`src/rtl/combination_engine.sv`:
```
// Accumulates FM_WM rows along COO edges into an internal ADJ_FM_WM array (A, A+A^T, optionally +I).
// Define COMB_SATURATE_EN to clamp element adds on signed overflow instead of wrapping.
module combination_engine #(
  parameter int FEATURE_ROWS   = 6,
  parameter int WEIGHT_COLS    = 3,
  parameter int DOT_PROD_WIDTH = 16,
  parameter int NUM_EDGES      = 6,
  parameter int COO_BW         = 3,
  parameter int UNDIRECTED     = 1,
  parameter int SELF_LOOP      = 0,
  localparam int ROW_AW  = (FEATURE_ROWS > 1) ? $clog2(FEATURE_ROWS) : 1,
  localparam int EDGE_AW = (NUM_EDGES > 1) ? $clog2(NUM_EDGES) : 1,
  localparam int ROW_W   = WEIGHT_COLS * DOT_PROD_WIDTH
) (
  input  logic                clk,
  input  logic                reset,
  input  logic                start,
  input  logic [2*COO_BW-1:0] coo_in,
  input  logic [ROW_W-1:0]    fm_wm_row_data,
  input  logic [ROW_AW-1:0]   read_row,
  output logic [EDGE_AW-1:0]  coo_address,
  output logic [ROW_AW-1:0]   read_fm_wm_row,
  output logic                busy,
  output logic                done_comb,
  output logic                bad_edge,
  output logic [ROW_W-1:0]    adj_fm_wm_row
);

  typedef enum logic [2:0] {IDLE, CLEAR, SELF, FWD, REV, DONE} state_t;

  localparam int W = DOT_PROD_WIDTH;
  localparam logic [ROW_AW-1:0]  LAST_ROW  = ROW_AW'(FEATURE_ROWS - 1);
  localparam logic [EDGE_AW-1:0] LAST_EDGE = EDGE_AW'(NUM_EDGES - 1);
`ifdef COMB_SATURATE_EN
  localparam logic signed [W-1:0] SAT_MAX = {1'b0, {(W-1){1'b1}}};
  localparam logic signed [W-1:0] SAT_MIN = {1'b1, {(W-1){1'b0}}};
`endif

  state_t              state, next_state;
  logic [ROW_W-1:0]    mem [FEATURE_ROWS];
  logic [ROW_AW-1:0]   row_cnt;
  logic [COO_BW-1:0]   src, dst;
  logic [ROW_AW-1:0]   src_idx, dst_idx, wr_idx;
  logic                edge_ok, wr_en, clear, advance, set_bad;

  assign src     = coo_in[2*COO_BW-1:COO_BW];
  assign dst     = coo_in[COO_BW-1:0];
  assign src_idx = ROW_AW'(src - COO_BW'(1));
  assign dst_idx = ROW_AW'(dst - COO_BW'(1));
  assign edge_ok = (src != '0) && (dst != '0) &&
                   (int'(src) <= FEATURE_ROWS) && (int'(dst) <= FEATURE_ROWS);

  function automatic logic [ROW_W-1:0] add_row(input logic [ROW_W-1:0] a,
                                               input logic [ROW_W-1:0] b);
    logic [ROW_W-1:0]    r;
    logic signed [W-1:0] x, y, s;
    r = '0;
    for (int unsigned j = 0; j < WEIGHT_COLS; j++) begin
      x = a[j*W +: W];
      y = b[j*W +: W];
      s = x + y;
`ifdef COMB_SATURATE_EN
      if ((x[W-1] == y[W-1]) && (s[W-1] != x[W-1]))
        s = x[W-1] ? SAT_MIN : SAT_MAX;
`endif
      r[j*W +: W] = s;
    end
    return r;
  endfunction

  always_comb begin
    next_state     = state;
    read_fm_wm_row = '0;
    wr_en          = 1'b0;
    wr_idx         = '0;
    clear          = 1'b0;
    advance        = 1'b0;
    set_bad        = 1'b0;
    case (state)
      IDLE, DONE: if (start) next_state = CLEAR;
      CLEAR: begin
        clear      = 1'b1;
        next_state = (SELF_LOOP != 0) ? SELF : FWD;
      end
      SELF: begin
        read_fm_wm_row = row_cnt;
        wr_en          = 1'b1;
        wr_idx         = row_cnt;
        if (row_cnt == LAST_ROW) next_state = FWD;
      end
      FWD: begin
        if (!edge_ok) begin
          set_bad = 1'b1;
          advance = 1'b1;
        end else begin
          read_fm_wm_row = src_idx;
          wr_en          = 1'b1;
          wr_idx         = dst_idx;
          // A self-edge would double-count under A+A^T, so it stays single.
          if ((UNDIRECTED != 0) && (src != dst)) next_state = REV;
          else advance = 1'b1;
        end
      end
      REV: begin
        read_fm_wm_row = dst_idx;
        wr_en          = 1'b1;
        wr_idx         = src_idx;
        advance        = 1'b1;
      end
      default: next_state = IDLE;
    endcase
    if (advance) next_state = (coo_address == LAST_EDGE) ? DONE : FWD;
  end

  always_ff @(posedge clk or negedge reset) begin
    if (!reset) begin
      state       <= IDLE;
      coo_address <= '0;
      row_cnt     <= '0;
      bad_edge    <= 1'b0;
      for (int unsigned i = 0; i < FEATURE_ROWS; i++) mem[i] <= '0;
    end else begin
      state <= next_state;
      if (clear) begin
        coo_address <= '0;
        row_cnt     <= '0;
        bad_edge    <= 1'b0;
        for (int unsigned i = 0; i < FEATURE_ROWS; i++) mem[i] <= '0;
      end else begin
        if (wr_en) mem[wr_idx] <= add_row(mem[wr_idx], fm_wm_row_data);
        if (state == SELF) row_cnt <= row_cnt + ROW_AW'(1);
        if (set_bad) bad_edge <= 1'b1;
        if (advance)
          coo_address <= (coo_address == LAST_EDGE) ? '0 : coo_address + EDGE_AW'(1);
      end
    end
  end

  assign busy      = (state == CLEAR) || (state == SELF) || (state == FWD) || (state == REV);
  assign done_comb = (state == DONE);

  always_comb begin
    adj_fm_wm_row = '0;
    if ((state == DONE) && (int'(read_row) < FEATURE_ROWS)) adj_fm_wm_row = mem[read_row];
  end

endmodule

```
`config.mk`:
```
export PLATFORM = sky130hd
export DESIGN_NAME = combination_engine
export DESIGN_NICKNAME = d
export VERILOG_FILES = /design/src/rtl/combination_engine.sv
export SDC_FILE = /design/constraint.sdc
export NUM_CORES = 1
export LEC_CHECK = 0
export ABC_AREA = 1
export CORE_ASPECT_RATIO = 1.5
export CORE_MARGIN = 5
export CORE_UTILIZATION = 45
export CTS_CLUSTER_DIAMETER = 40
export DETAILED_ROUTE_END_ITERATION = 8
export PLACE_DENSITY_LB_ADDON = 0.25
export SYNTH_ARGS = -nofsm -noshare
export SYNTH_HDL_FRONTEND = slang
export SYNTH_SLANG_ARGS = --single-unit
```
`constraint.sdc`:
```
create_clock -name clk -period 5.4 [get_ports clk]
set_clock_uncertainty 0.1 [all_clocks]
set_input_delay 0.81 -clock clk [delete_from_list [all_inputs] [get_ports clk]]
set_output_delay 0.81 -clock clk [all_outputs]
set_load 0.03 [all_outputs]
```
==> reports/qor.csv <==
metric,value,unit
status,"finished, final reports clean",
top-count cell post-synth,nand2_1,
DRT antenna net count,0,
CP max stage cell,clkdlybuf4s50_1,
Reg2Reg Setup Slack,0.85,ns
critical path data arrival time,5.31,ns
global placer's final weighted congestion,0.926,
Port Buf Inserts,116,
Initial Util,45.6,%
placed cell area,19900,um2
DRC Markers,0,
hold_buf cts,0,
Pre-Repair DR Iteration Count,5,
vias in the first global route,18100,
P per Cell Area,734,nW/um2
Worst slew margin,31.9,%
Initial DRC Count,1807,
Area Overhead vs Synth,17.8,%
Leakage,0.00986,uW
RSZ-0062 raised after global routing,no,
clk root buf,clkbuf_16,
top cell type by total area after synthesis,dfrtp_1,
clk slew on worst S/H paths,0.06,ns
Tot Pwr,15600,uW
total CTS buffers,41,
FMAX,201,MHz
cell mode on critical path,nand2_1,
Synth top area share,41.4,%
core area,39500,um2
DR vias/cell,6.10,
Final Critical Period,4.97,ns
Slew @ Worst Pin,1.02,ns
CTS tree,built,
CP max FO,14,
maximum VDD drop,0.343,mV
Worst Setup End Kind,register,
RR Endpoint,mem[10],
synthesized area,18000,um2
post-layout util,53.7,%
nets,2554,
Syn Area/Cell,7.73,um2
largest net degree at the start of global routing,193,
Post-synth EDFFs,0,
CP max stage delay,0.50,ns
final count of hold timing violations,0,
"Clk Latency, worst-skew pair",0.56,ns
yosys warns,0,
Synth Net Count,2460,
# setup viols final,0,
placed wire-length estimate,40.9,mm
Synth top cells by count,"nand2_1 (438), o21ai_0 (327), dfrtp_1 (298), inv_1 (262), a21oi_1 (186)",
Avg WL per Cell,21.7,um
gr usage total,28.6,%
ant diodes,0,
Max Cap Viol,0,
r2r startpoint,state[0],
final global-route overflow total,0,
top post-synthesis cells by area,"dfrtp_1 (41%), nand2_1 (9.1%), o21ai_0 (9.1%)",
post-CTS setup buffers,0,
cells after synthesis,2334,
global-route wire length before repair,101,mm
Final Cycle Share,92.0,%
Die Y,255,um
Setup CP Type,in -> reg,
ys async rst share,100,%
WHS,0.162,ns
FP Rows,89,
synthesized flop and latch total,298,
H-tree levels,2,
antenna violations before repair,0,
design area,21200,um2
final max-slew violation count,0,
Required @ worst endpoint,5.74,ns
die area,44300,um2
Sink Count,298,
sequential fraction of the synthesis area,41.4,%
maximum clock insertion buffer count,3,
die width,173,um
worst min-delay path category,in -> async,
WL final,64.3,mm
distinct cell type count after synthesis,48,
num ports,117,
layout cells sized above 1,8.30,%
R2R cell count,19,
CP Launch Type,primary input,
ys flop type,dfrtp_1,
Resize count post-CTS,0,
vias,18100,
## cell families (layout without fill, tap and decap cells)
group / count (synthesis) / in the layout / synth area share (%)
adders and majority gates: 66 / 66 / 4.70
and+or+nand+nor: 668 / 668 / 15.5
DFF: 298 / 298 / 41.4
buffers and inverters: 423 / 548 / 9.80
xor gates and xnor gates: 41 / 41 / 1.99
AOI/OAI and AO/OA: 838 / 838 / 26.6
## worst max path at each step
stage | slack (ns) | start | cells past startpoint | endpoint
floorplan | 0.82 | coo_in[0] | 25 | mem[124]
global placement | 0.008 | coo_in[0] | 25 | mem[31]
detailed placement | -0.06 | coo_in[0] | 20 | mem[158]
CTS | 0.50 | coo_in[0] | 21 | mem[158]
global route | 0.03 | coo_in[0] | 23 | mem[250]
finish | 0.43 | coo_in[0] | 25 | mem[47]
## layout make-up
class	count	area (um2)
Inverter	277	1040
Fill cell	3650	18300
Clock buffer	52	1180
Multi-Input combinational cell	1613	8830
Clock inverter	22	209
Timing Repair Buffer	197	1900
Tap cell	500	626
Sequential cell	298	7460
## power by group
part           internal, uW  total (uW)  switching, uW  leakage [uW]
Clock                  1620        2740           1110      0.000671
Combinational          3100        9600           6500       0.00515
Sequential             2890        3260            373       0.00403
Total                  7610       15600           7980       0.00986
## through the flow
step / TNS (ns) / setup WS, ns / std cells
2_1_floorplan: 0 / 0.818 / 2334
3_3_place_gp: 0 / 0.00793 / 2885
3_5_place_dp: -0.488 / -0.0626 / 2885
4_1_cts: 0 / 0.503 / 2959
5_1_grt: 0 / 0.0331 / 2959
6_report: 0 / 0.429 / 2959
## layer usage
layer / vias to the layer above / GRT usage [%] / wire, um
met5: - / 0 / 0
met4: 0 / 14.1 / 3250
met3: 239 / 3.99 / 5460
met2: 1003 / 48.5 / 30900
met1: 8631 / 36.1 / 24800
li1: 8191 / - / -
## sequential cells by signal (all words and copies together), names as in the netlist
| name | cells |
|---|---|
| coo_address | 3 |
| state | 3 |
| bad_edge | 1 |
| mem | 288 |
| row_cnt | 3 |
## layout by cell type, fill, tap and decap left out, types with 19 or more instances in the layout
cell type	netlist	final
nand2_1	438	437
o21ai_1	31	31
o22ai_1	162	162
dfrtp_1	298	298
inv_1	262	260
nor2_1	125	124
xnor2_1	22	22
clkbuf_16	0	43
ha_1	63	63
o211ai_1	50	50
xor2_1	19	19
nand3_1	60	60
clkdlybuf4s50_1	0	113
o221ai_1	43	43
a21oi_1	186	186
o21ai_0	327	326
buf_4	8	71
## worst max-delay path: cells and delay by family
family | cells | cell delay [ns]
AND/OR/NAND/NOR | 15 | 2.03
buffers and inverters | 5 | 1.20
AO/OA/AOI/OAI | 3 | 0.67
adder cells (fa/ha/maj) | 2 | 0.55
Note: power is estimated with default switching activity, not from simulation.
